===== config.mk =====
export PLATFORM = sky130hd
export DESIGN_NAME = serial_tx
export DESIGN_NICKNAME = d
export VERILOG_FILES = /design/src/rtl/serial_tx.sv
export SDC_FILE = /design/constraint.sdc
export NUM_CORES = 1
export LEC_CHECK = 0
export CAP_MARGIN = 20
export CORE_UTILIZATION = 46
export CTS_CLUSTER_SIZE = 10
export DETAILED_ROUTE_END_ITERATION = 16
export PLACE_DENSITY = 0.75
export SLEW_MARGIN = 20
export SYNTH_ARGS = -nofsm -noshare
export SYNTH_HDL_FRONTEND = slang
export SYNTH_SLANG_ARGS = --single-unit

===== constraint.sdc =====
create_clock -name clk -period 1.85 [get_ports clk]
set_clock_uncertainty 0.05 [all_clocks]
set_input_delay 0.37 -clock clk [delete_from_list [all_inputs] [get_ports clk]]
set_output_delay 0.37 -clock clk [all_outputs]
set_load 0.05 [all_outputs]

===== src/rtl/serial_tx.sv =====
// Parallel-to-serial frame transmitter: start bit, LSB-first payload, optional even
// parity, stop bit. Every output comes from a flop; the FSM state is exposed for debug.
module serial_tx #(
    parameter int DATA_W       = 8,
    parameter int CLKS_PER_BIT = 4,
    parameter int PARITY_EN    = 0
) (
    input  logic              clk,
    input  logic              rst_n,
    input  logic [DATA_W-1:0] data_in,
    input  logic              load,
    output logic              ready,
    output logic              out,
    output logic              busy,
    output logic              done,
    output logic [2:0]        o_dbg_state
);

    localparam int TW = (CLKS_PER_BIT > 1) ? $clog2(CLKS_PER_BIT) : 1;
    localparam int IW = (DATA_W > 1) ? $clog2(DATA_W) : 1;
    localparam logic [TW-1:0] T_LAST = TW'(CLKS_PER_BIT - 1);
    localparam logic [IW-1:0] I_LAST = IW'(DATA_W - 1);

    typedef enum logic [2:0] {
        IDLE   = 3'd0,
        START  = 3'd1,
        DATA   = 3'd2,
        PARITY = 3'd3,
        STOP   = 3'd4
    } state_t;

    // Handshake: a word is taken on any posedge where load=1 and ready=1; ready is
    // high only in IDLE, so load is ignored for the whole frame.
    state_t            r_state;
    logic [TW-1:0]     r_timer;
    logic [IW-1:0]     r_idx;
    logic [DATA_W-1:0] r_shift;
    logic              r_par;
    logic              r_out;
    logic              r_ready;
    logic              r_busy;
    logic              r_done;

    state_t            w_state_nxt;
    logic [TW-1:0]     w_timer_nxt;
    logic [IW-1:0]     w_idx_nxt;
    logic [DATA_W-1:0] w_shift_nxt;
    logic              w_par_nxt;
    logic              w_done_nxt;
    logic              w_out_nxt;
    logic              w_bit_end;

    assign w_bit_end = (r_timer == T_LAST);

    always_comb begin
        w_state_nxt = r_state;
        w_timer_nxt = w_bit_end ? '0 : r_timer + TW'(1);
        w_idx_nxt   = r_idx;
        w_shift_nxt = r_shift;
        w_par_nxt   = r_par;
        w_done_nxt  = 1'b0;

        case (r_state)
            IDLE: begin
                w_timer_nxt = '0;
                if (load) begin
                    w_state_nxt = START;
                    w_shift_nxt = data_in;
                    w_par_nxt   = ^data_in;
                end
            end
            START: begin
                if (w_bit_end) begin
                    w_state_nxt = DATA;
                    w_idx_nxt   = '0;
                end
            end
            DATA: begin
                if (w_bit_end) begin
                    if (r_idx == I_LAST) begin
                        w_state_nxt = (PARITY_EN != 0) ? PARITY : STOP;
                    end else begin
                        w_idx_nxt   = r_idx + IW'(1);
                        w_shift_nxt = r_shift >> 1;
                    end
                end
            end
            PARITY: begin
                if (w_bit_end) w_state_nxt = STOP;
            end
            STOP: begin
                if (w_bit_end) begin
                    w_state_nxt = IDLE;
                    w_done_nxt  = 1'b1;
                end
            end
            default: w_state_nxt = IDLE;
        endcase

        // Line level is precomputed from the next state so it can be registered.
        case (w_state_nxt)
            START:   w_out_nxt = 1'b0;
            DATA:    w_out_nxt = w_shift_nxt[0];
            PARITY:  w_out_nxt = w_par_nxt;
            default: w_out_nxt = 1'b1;
        endcase
    end

    always_ff @(posedge clk or negedge rst_n) begin
        if (!rst_n) begin
            r_state <= IDLE;
            r_timer <= '0;
            r_idx   <= '0;
            r_shift <= '0;
            r_par   <= 1'b0;
            r_out   <= 1'b1;
            r_ready <= 1'b1;
            r_busy  <= 1'b0;
            r_done  <= 1'b0;
        end else begin
            r_state <= w_state_nxt;
            r_timer <= w_timer_nxt;
            r_idx   <= w_idx_nxt;
            r_shift <= w_shift_nxt;
            r_par   <= w_par_nxt;
            r_out   <= w_out_nxt;
            r_ready <= (w_state_nxt == IDLE);
            r_busy  <= (w_state_nxt != IDLE);
            r_done  <= w_done_nxt;
        end
    end

    assign ready       = r_ready;
    assign out         = r_out;
    assign busy        = r_busy;
    assign done        = r_done;
    assign o_dbg_state = r_state;

endmodule

Word-level counts from Yosys, hierarchy flattened
Cells that the tools add are included.
- add/subtract/negate cells: 2
- $mul: 0
- div/mod/pow operators: 0
- magnitude comparators: 0
- eq/ne operators: 13
- shift operators: 0
- mux-type cells: 22
- bitwise logic cells: 0
- reduce and logical (&&, ||, !) cells: 8
- operators by type and width (operator ; number):
    2-to-1 mux 3 bit ; 9
    2-to-1 mux 8 bit ; 3
    case mux 8 bit (2 select lines) ; 1
    case mux 3 bit (5 select lines) ; 1
    == test 3 x 2 -> 1 bit (second input constant) ; 4
    inequality test 2 bit (second input constant) ; 4
    AND reduction 4 bit ; 2
    parity 8 bit ; 1
    == test 3 x 1 -> 1 bit (second input constant) ; 2
    == test 3 bit (second input constant) ; 2
    zero test 3 bit ; 2
    case mux 3 bit (2 select lines) ; 1
    2-to-1 mux 1 bit ; 4
    2-to-1 mux 2 bit ; 2
    nonzero test 2 bit ; 2
    adder 3 x 1 -> 3 bit (second input constant) ; 1
    case mux 1 bit (3 select lines) ; 1
    nonzero test 3 bit ; 1
    adder 2 x 1 -> 2 bit (second input constant) ; 1
    == test 2 bit (second input constant) ; 1
- register bits after elaboration: 21
- latch bits: 0
- memory bits (writable): 0
- bits in read-only memories: 0
- input port bits: 11
- output and inout bits: 7
- word-level logic and storage cells: 55
- memories: 0

Logic depth before layout (Yosys ltp)
Gate-level depths: netlist (run 1).
- word-level depth: 6
- gate-level depth with buffers: 7
- depth with buffers taken out: 6

Least setup slack after synthesis (run 1)
OpenSTA, ideal clock, no wires.
- kind: reg2reg
- start point: register r_state[1] (netlist: o_dbg_state[1])
- end point: register r_out (netlist: out)
- setup time: 87 ps
- arrival: 1773 ps
- slack: -59 ps
- cell stages (with the launch flop): 6
- buffers on the path: 1
- clock period less this slack: 1909 ps
- cell sequence: dfrtp_1 > buf_2 > nor4b_4 > a21oi_2 > a2111oi_2 > o22ai_1
- word-level cells in the longest chain between the ends: 5
- ends and longest elaborated chain (item ; line ; RTL):
    start, declared ; 34 ; state_t r_state;
    start signal, assigned ; 121 ; r_state <= w_state_nxt;
    2-to-1 mux 3 bit ; 80 ; if (r_idx == I_LAST) begin
    2-to-1 mux 3 bit ; 79 ; if (w_bit_end) begin
    case mux 3 bit (5 select lines) ; 63 ; case (r_state)
    == test 3 x 2 -> 1 bit / == test 3 x 1 -> 1 bit (equally long branches) ; 101 ; case (w_state_nxt)
    case mux 1 bit (3 select lines) * ; 101 ;
    via w_out_nxt ; 50 ; logic w_out_nxt;
    end signal, assigned ; 126 ; r_out <= w_out_nxt;
    end, declared ; 39 ; logic r_out;
Mark *: on every way through the listed nets, which the timed path passes. The rest lies on a longest branch.
A chain may end at the register's enable or synchronous reset.

Worst setup path after layout (run 1)
- start point: register r_idx[0]
- end point: register r_out (netlist: out)
- word-level cells in the longest chain between the ends: 6
- ends and longest elaborated chain (item ; line ; RTL):
    start, declared ; 36 ; logic [IW-1:0] r_idx;
    start signal, assigned ; 123 ; r_idx <= w_idx_nxt;
    == test 3 bit * ; 80 ;
    2-to-1 mux 3 bit ; 80 ;
    2-to-1 mux 3 bit ; 79 ;
    case mux 3 bit (5 select lines) ; 63 ;
    == test 3 x 2 -> 1 bit / == test 3 x 1 -> 1 bit (equally long branches) ; 101 ;
    case mux 1 bit (3 select lines) * ; 101 ;
    via w_out_nxt ; 50 ;
Mark *: on every way through the listed nets, which the timed path passes. The rest lies on a longest branch. The select of a mux whose other input is x is not followed.

==> summary.md, run 1 <==
| Metric | Value |
|---|---|
| Tcrit/Tclk final | 0.9691 |
| Worst EP required | approximately 2.0 ns |
| Die height | between 40 and 50 um |
| Compound-Gate Fraction of Synth Area | 0.1542 |
| Post-cts hold buffer count | 0 |
| I/O Buffers | 17 |
| Crit Path Category | reg2reg |
| Placed cell area | around 1300 um^2 |
| Clk slew on worst S/H paths | approximately 0.12 ns |
| Seq/Total Area, Yosys | 0.5084 |
| PwrDens | 1591 nW/um^2 |
| Root Buffer | clkbuf_4 |
| Vias in the first global route | about 800 |
| Largest stage delay, worst path | ~0.41 ns |
| Final setup fails | 0 |
| Chip width | slightly below 50 um |
| WP depth | 7 |
| Critical path buffer and inverter count | 1 |
| Distinct cells, synth | 29 |
| Layout Nets | 136 |
| Hold Path Class | in2async |
| H-Tree Depth | 1 |
| Initial Util | 0.5086 |
| Row count | 16 |
| Post-Syn Area | between 1000 and 1500 um^2 |
| Post-Syn Instances | between 90 and 100 |
| Reg2Reg Setup Slack | approximately 0.057 ns |
| First-pass GRT wire length | ~3500 um |
| Slowest cell on crit path | dfrtp_1 |
| Slew HR | 0.6693 |
| Crit path max fanout | 3 |
| Skew-Pair Late Insertion Delay | approximately 0.31 ns |
| Commonest register cell after synthesis | dfrtp_1 |
| DRC | 0 |
| LEAKAGE | around 0.6 nW |
| Mux cell area share after synthesis | 0 |
| Final Non-Filler Cells | around 150 |
| Largest net degree at the start of global routing | 22 |
| CP startpoint kind | register |
| Largest family of logic cells by synthesized area | simple AND/OR/NAND/NOR gates |
| Post-Synth Adder-Cell Area | 0.03614 |
| CP endpoint kind | register |
| Clk sinks | 21 |
| Share of layout cells above drive strength 1 | 0.2479 |
| Dpl cells | roughly 140 |
| Tmin final | roughly 1.8 ns |
| DR vias | a little under 800 |
| Max Cap Viol | 0 |
| Worst endpoint data arrival time | 1.99 ns |
| Ys Warns | 0 |
| Most frequent cells in the layout | nand2_1, dfrtp_1, buf_4 |
| VDD IR max | about 1 mV |
| Count of final hold-check violations | 0 |
| CTS tree | built |
| Final ANT Viol Nets | 0 |
| RSZ-0062 raised after global routing | true |
| Post-synth EDFFs | 0 |
| Outcome | completed |
| GRT Total Usage | 0.1953 |
| Critical path cell sequence | ha_1 -> ha_2 -> nor4b_4 -> buf_4 -> a32o_2 -> a2111oi_4 -> o22ai_1 |
| ANT cells | 0 |
| Hpwl dp | around 1500 um |
| R2r startpoint | r_idx[0]$_DFFE_PN0P_ |
| Seq cells post-synth | 21 |
| Pre-antenna DRT Iters | 4 |
| CTS max path bufs | 2 |
| Max Fclk | around 560 MHz |
| Async SR Flop Fraction | 1.000 |
| Avg Cell Area, Syn | approximately 11 um^2 |
| WL final | 2102 um |
| Grt total ovfl | 0 |
| Total negative slack | 0 ns |
| DR iter-0 viols | 10 |
| Synth Area in Simple Gates | 0.1988 |
| Max-slew violation count | 0 |
| Antenna violations before repair | 0 |
| Least-Margin Pin Slew | between 0.4 and 0.5 ns |
| Final Instance Area | ~1300 um^2 |
| I/O pin cnt | 18 |
| Die area | 2452 um^2 |
| Critical path's top delay family | compound AO/OA/AOI/OAI gates |
| Syn Nets | 112 |
| FF-to-FF End | out$_DFF_PN1_ |
| Filler Cells Inserted | between 150 and 200 |
| Post-layout util | 0.6477 |
| Wire length per cell | ~14 um |
| Final hold slack | 0.3274 ns |
| TritonCTS buffer count | 3 |
| Area growth syn-to-layout | 27.35% |
| R2R cell count | 7 |
| Gpl congestion | approximately 0.7 |
| Vias per Instance | 5.297 |
| Xor-xnor portion of the synthesized cell area | 0.05904 |
| Core area | between 2000 and 2500 um^2 |
where the power goes:
part           switching [mW]  internal, mW
Combinational           0.570         0.459
Sequential              0.177         0.673
Clock                   0.144        0.0810
Total                   0.891          1.21
flip-flops by register name, indices dropped and copies added, names as in the netlist:
signal,cells
r_idx,3
ready,1
done,1
busy,1
r_par,1
r_shift,8
r_timer,2
out,1
o_dbg_state,3
cell families after synthesis:
logic type,after synthesis
fa+ha+maj,3
simple gates,36
flops,21
compound gates,22
xor+xnor,7
buf+inv,9
layer usage:
metal,part of all wire,GRT usage,vias to the layer above
met5,0,0,-
met4,0.019,0.08571,0
met3,0.031,0.05556,4
met2,0.52,0.3447,10
met1,0.43,0.2170,377
li1,-,-,393
timing repair:
action	in CTS	in global routing
endpoints found under the setup margin	7	8
setup buffers	1	0
resized for setup	4	2
cloned	0	0
pin swaps	2	2
synth_stat cells (2+ instances only):
library cell  number  share of area
nor2_1             3          0.011
buf_2              3          0.014
ha_1               3          0.036
o21ai_0            6          0.029
nand2b_1           2          0.012
a22oi_1            7          0.051
nor4b_4            2          0.046
inv_1              3          0.011
nor3_1             3          0.014
nand2_1           18          0.065
dfstp_2            2          0.051
o41ai_1            2          0.017
clkbuf_1           2         0.0072
xnor2_1            7          0.059
nor2b_1            3          0.018
dfrtp_1           19           0.46
metrics by stage:
step | setup slack (ns) | power, mW
after floorplan | 0.02016 | 1.523
after detailed placement | -0.09719 | 1.842
after global routing | -0.01404 | 2.258
after global placement | 0.04542 | 1.801
final | 0.05718 | 2.104
after CTS | 0.01688 | 2.088
how the worst max path moves through the flow:
stage	start	to	slack, ns
global placement	r_idx[0]$_DFFE_PN0P_	out$_DFF_PN1_	0.05
detailed placement	r_idx[0]$_DFFE_PN0P_	r_shift[1]$_DFFE_PN0P_	-0.1
floorplan	o_dbg_state[0]$_DFF_PN0_	out$_DFF_PN1_	0.02
global route	r_idx[0]$_DFFE_PN0P_	out$_DFF_PN1_	-0.01
finish	r_idx[0]$_DFFE_PN0P_	out$_DFF_PN1_	0.06
CTS	r_idx[0]$_DFFE_PN0P_	out$_DFF_PN1_	0.02
cell type report:
type | instances | area, um^2 | area share
Timing Repair Buffer | 25 | 237.7 | 0.1798
Sequential cell | 21 | 529.3 | 0.4002
Inverter | 3 | 11.26 | 0.008515
Multi-Input combinational cell | 68 | 483.0 | 0.3652
Tap cell | 27 | 33.78 | 0.02554
Clock inverter | 1 | 5.005 | 0.003784
Clock buffer | 3 | 22.52 | 0.01703
(Power assumes the default switching activity.)
==> run 2, diff against run 1 <==
--- a/config.mk
+++ b/config.mk
@@ -6,10 +6,13 @@
 export NUM_CORES = 1
 export LEC_CHECK = 0
 export CAP_MARGIN = 20
-export CORE_UTILIZATION = 46
+export CORE_MARGIN = 2
+export CORE_UTILIZATION = 50
 export CTS_CLUSTER_SIZE = 10
 export DETAILED_ROUTE_END_ITERATION = 16
-export PLACE_DENSITY = 0.75
+export DONT_BUFFER_PORTS = 1
+export GPL_TIMING_DRIVEN = 0
+export PLACE_DENSITY = 0.69
 export SLEW_MARGIN = 20
 export SYNTH_ARGS = -nofsm -noshare
 export SYNTH_HDL_FRONTEND = slang
==> run 2 against run 1 <==
  * Sequential power up 15%
  * Cell area down 11%
  * Register-to-register slack worse by 0.02 ns
  * Sequential share of layout area up 5.3 points
  * Worst hold slack worse by 0.19 ns
  * Count of clock-buffer cells in the layout unchanged
  * Setup slack worse by 0.017 ns
  * Utilization down 4.9 points
  * Power down 5.3%
  * Critical endpoint unchanged
  * Largest cell class unchanged
  * Highest routed layer unchanged
==> summary.md, run 2 (synthesis gave the netlist of run 1 again) <==
| Metric | Value |
|---|---|
| Outcome | completed |
| Clk sinks | 21 (unchanged) |
| Root Buffer | clkbuf_4 |
| H-Tree Depth | 1 (unchanged) |
| Grt total ovfl | 0 (unchanged) |
| Pre-antenna DRT Iters | 4 (unchanged) |
| TritonCTS buffer count | 3 (unchanged) |
| Largest stage delay, worst path | 0.40 ns (about the same) |
| DR vias | 746 (-4.8%) |
| Critical path cell sequence | ha_1 -> ha_2 -> nor4b_4 -> a32o_1 -> a2111oi_4 -> o22ai_1 |
| Worst Setup Slack, final | 0.04020 ns (-0.01697 ns) |
| Core area | 1962 um^2 (-3.9%) |
| Critical path buffer and inverter count | 0 (-1) |
| Max reg flops | 8 (unchanged) |
| Post-layout util | 0.5982 (-0.04946) |
| Die height | 49.58 um (+0.12%) |
| Least-Margin Pin Slew | 0.9093 ns (+0.4184 ns) |
| Multi-input logic area | 488.0 um^2 (+1.0%) |
| Slew HR | 0.3918 (-0.2775) |
| Crit Path Category | reg2reg |
| WP depth | 6 (-1) |
| PwrDens | 1697 nW/um^2 (+6.7%) |
| Sequential Area | 531.8 um^2 (+0.47%) |
| GRT Total Usage | 0.1786 (-0.01663) |
| DRC | 0 (unchanged) |
| Worst endpoint data arrival time | 2.00 ns (about the same) |
| DR iter-0 viols | 19 (+9) |
| Die area | 2458 um^2 (+0.24%) |
| VDD IR max | 0.7597 mV (-24%) |
| Count of final hold-check violations | 0 (unchanged) |
| CTS max path bufs | 2 (unchanged) |
| Wire length per cell | 13.96 um (-1.7%) |
| Sw Ratio | 0.4344 (+0.01108) |
| Critical path's top delay family | compound AO/OA/AOI/OAI gates |
| Skew-Pair Late Insertion Delay | 0.31 ns (about the same) |
| RSZ-0062 raised after global routing | true |
| Largest Register | r_shift |
| Largest net degree at the start of global routing | 22 (unchanged) |
| Most frequent cells in the layout | nand2_1, dfrtp_1, a22oi_1, xnor2_1 |
| Max Cap Viol | 0 (unchanged) |
| Row count | 16 (unchanged) |
| Antenna violations before repair | 0 (unchanged) |
| Hold Path Depth | 2 |
| First-pass GRT wire length | 3305 um (-4.8%) |
| Worst EP required | 2.04 ns (about the same) |
| Max-slew violation count | 0 (unchanged) |
| Tcrit/Tclk final | 0.9783 (+0.009175) |
| Hpwl dp | 1350 um (-10%) |
| Slowest cell on crit path | dfrtp_1 |
| Clk slew on worst S/H paths | 0.12 ns (about the same) |
| Layout Nets | 122 (-10%) |
| Final setup fails | 0 (unchanged) |
| ANT cells | 0 (unchanged) |
| Flop pwr share | 0.491 (+0.087) |
| CP endpoint kind | register |
| I/O pin cnt | 18 (unchanged) |
| Internal power | 1.126 mW (-7.2%) |
| Pre-CTS WS | -0.1459 ns (-0.04872 ns) |
| Commonest non-fill, non-tap cell in the layout | nand2_1 |
| CP startpoint kind | register |
| Share of layout cells above drive strength 1 | 0.2336 (-0.01429) |
| R2R cell count | 6 (-1) |
| Crit path max fanout | 4 (+1) |
| LEAKAGE | 0.5236 nW (-13%) |
| CTS tree | built |
| Vias per Instance | 5.567 (+5.1%) |
| Gpl congestion | 0.7411 (+6.0%) |
| WL final | 1870 um (-11%) |
| Power share of the clock group | 0.112 (+0.005) |
| Vias in the first global route | 728 (-8.2%) |
| Final ANT Viol Nets | 0 (unchanged) |
| Hold Path Class | in2reg |
| Area growth syn-to-layout | 13.01% |
| Tmin final | 1.810 ns (+0.01697 ns) |
| Filler Cells Inserted | 186 (+2.2%) |
| Max Fclk | 552.5 MHz (-0.94%) |
| I/O Buffers | 0 (-17) |
| Initial Util | 0.5293 (+0.02076) |
| Final hold slack | 0.1404 ns (-0.1870 ns) |
| Chip width | 49.58 um (+0.12%) |
| P_sw | 865.0 uW (-2.9%) |
| Comb power frac | 0.396 (-0.093) |
run 2: worst paths after layout:
check / end / from / slack, ns
hold / removal: r_shift[5]$_DFFE_PN0P_ / data_in[5] / 0.14
setup / recovery: out$_DFF_PN1_ / r_idx[0]$_DFFE_PN0P_ / 0.04
setup reg to reg: out$_DFF_PN1_ / r_idx[0]$_DFFE_PN0P_ / 0.04
hold reg to reg: r_timer[0]$_DFF_PN0_ / r_timer[0]$_DFF_PN0_ / 0.40
max in group asynchronous: o_dbg_state[2]$_DFF_PN0_ / rst_n / 0.56
min in group asynchronous: r_par$_DFF_PN0_ / rst_n / 0.57
run 2: routing by layer:
layer | vias up | routed length [um] | GRT usage
met3 | 3 | 88 | 0.04242
met5 | - | 0 | 0
li1 | 362 | - | -
met2 | 19 | 919 | 0.2889
met1 | 362 | 824 | 0.2249
met4 | 0 | 38 | 0.08333
run 2: layout make-up:
cell class                 count  area share
clock buffer                   3     0.01919
sequential                    21      0.4531
buffer                         6     0.03518
tap                           27     0.02878
clock inverter                 1    0.004264
inverter                       3    0.009595
timing repair buffer           5     0.03412
multi-input combinational     68      0.4158
run 2: power groups by stage:
stage	Clock (mW)	Sequential, mW	Combinational, mW
2_1_floorplan	0	0.958	0.565
3_3_place_gp	0	0.978	0.648
3_5_place_dp	0	0.986	0.688
4_1_cts	0.231	0.976	0.754
5_1_grt	0.245	1.00	0.901
6_report	0.223	0.978	0.789
run 2: stage by stage:
step	TNS, ns	power, mW	instances	instance area, um^2
detailed placement	-0.1459	1.674	125	1074
global route	-0.04112	2.149	134	1174
global placement	-0.1043	1.625	125	1074
CTS	-0.02842	1.961	133	1147
finish	0	1.991	134	1174
floorplan	0	1.523	98	1040
run 2: what timing repair did:
action,4_1_cts,5_1_grt
gates resized for setup,5,7
hold endpoints to repair,21,0
pin swaps,4,2
setup buffers,3,1
endpoints found under the setup margin,8,14
hold buffers,1,0
==> run 3, diff against run 2 <==
--- a/config.mk
+++ b/config.mk
@@ -13,6 +13,7 @@
 export DONT_BUFFER_PORTS = 1
 export GPL_TIMING_DRIVEN = 0
 export PLACE_DENSITY = 0.69
+export SKIP_LAST_GASP = 1
 export SLEW_MARGIN = 20
 export SYNTH_ARGS = -nofsm -noshare
 export SYNTH_HDL_FRONTEND = slang
==> results of run 3 <==
Same layout as run 2: the final DEF is identical, and so are final timing and power.
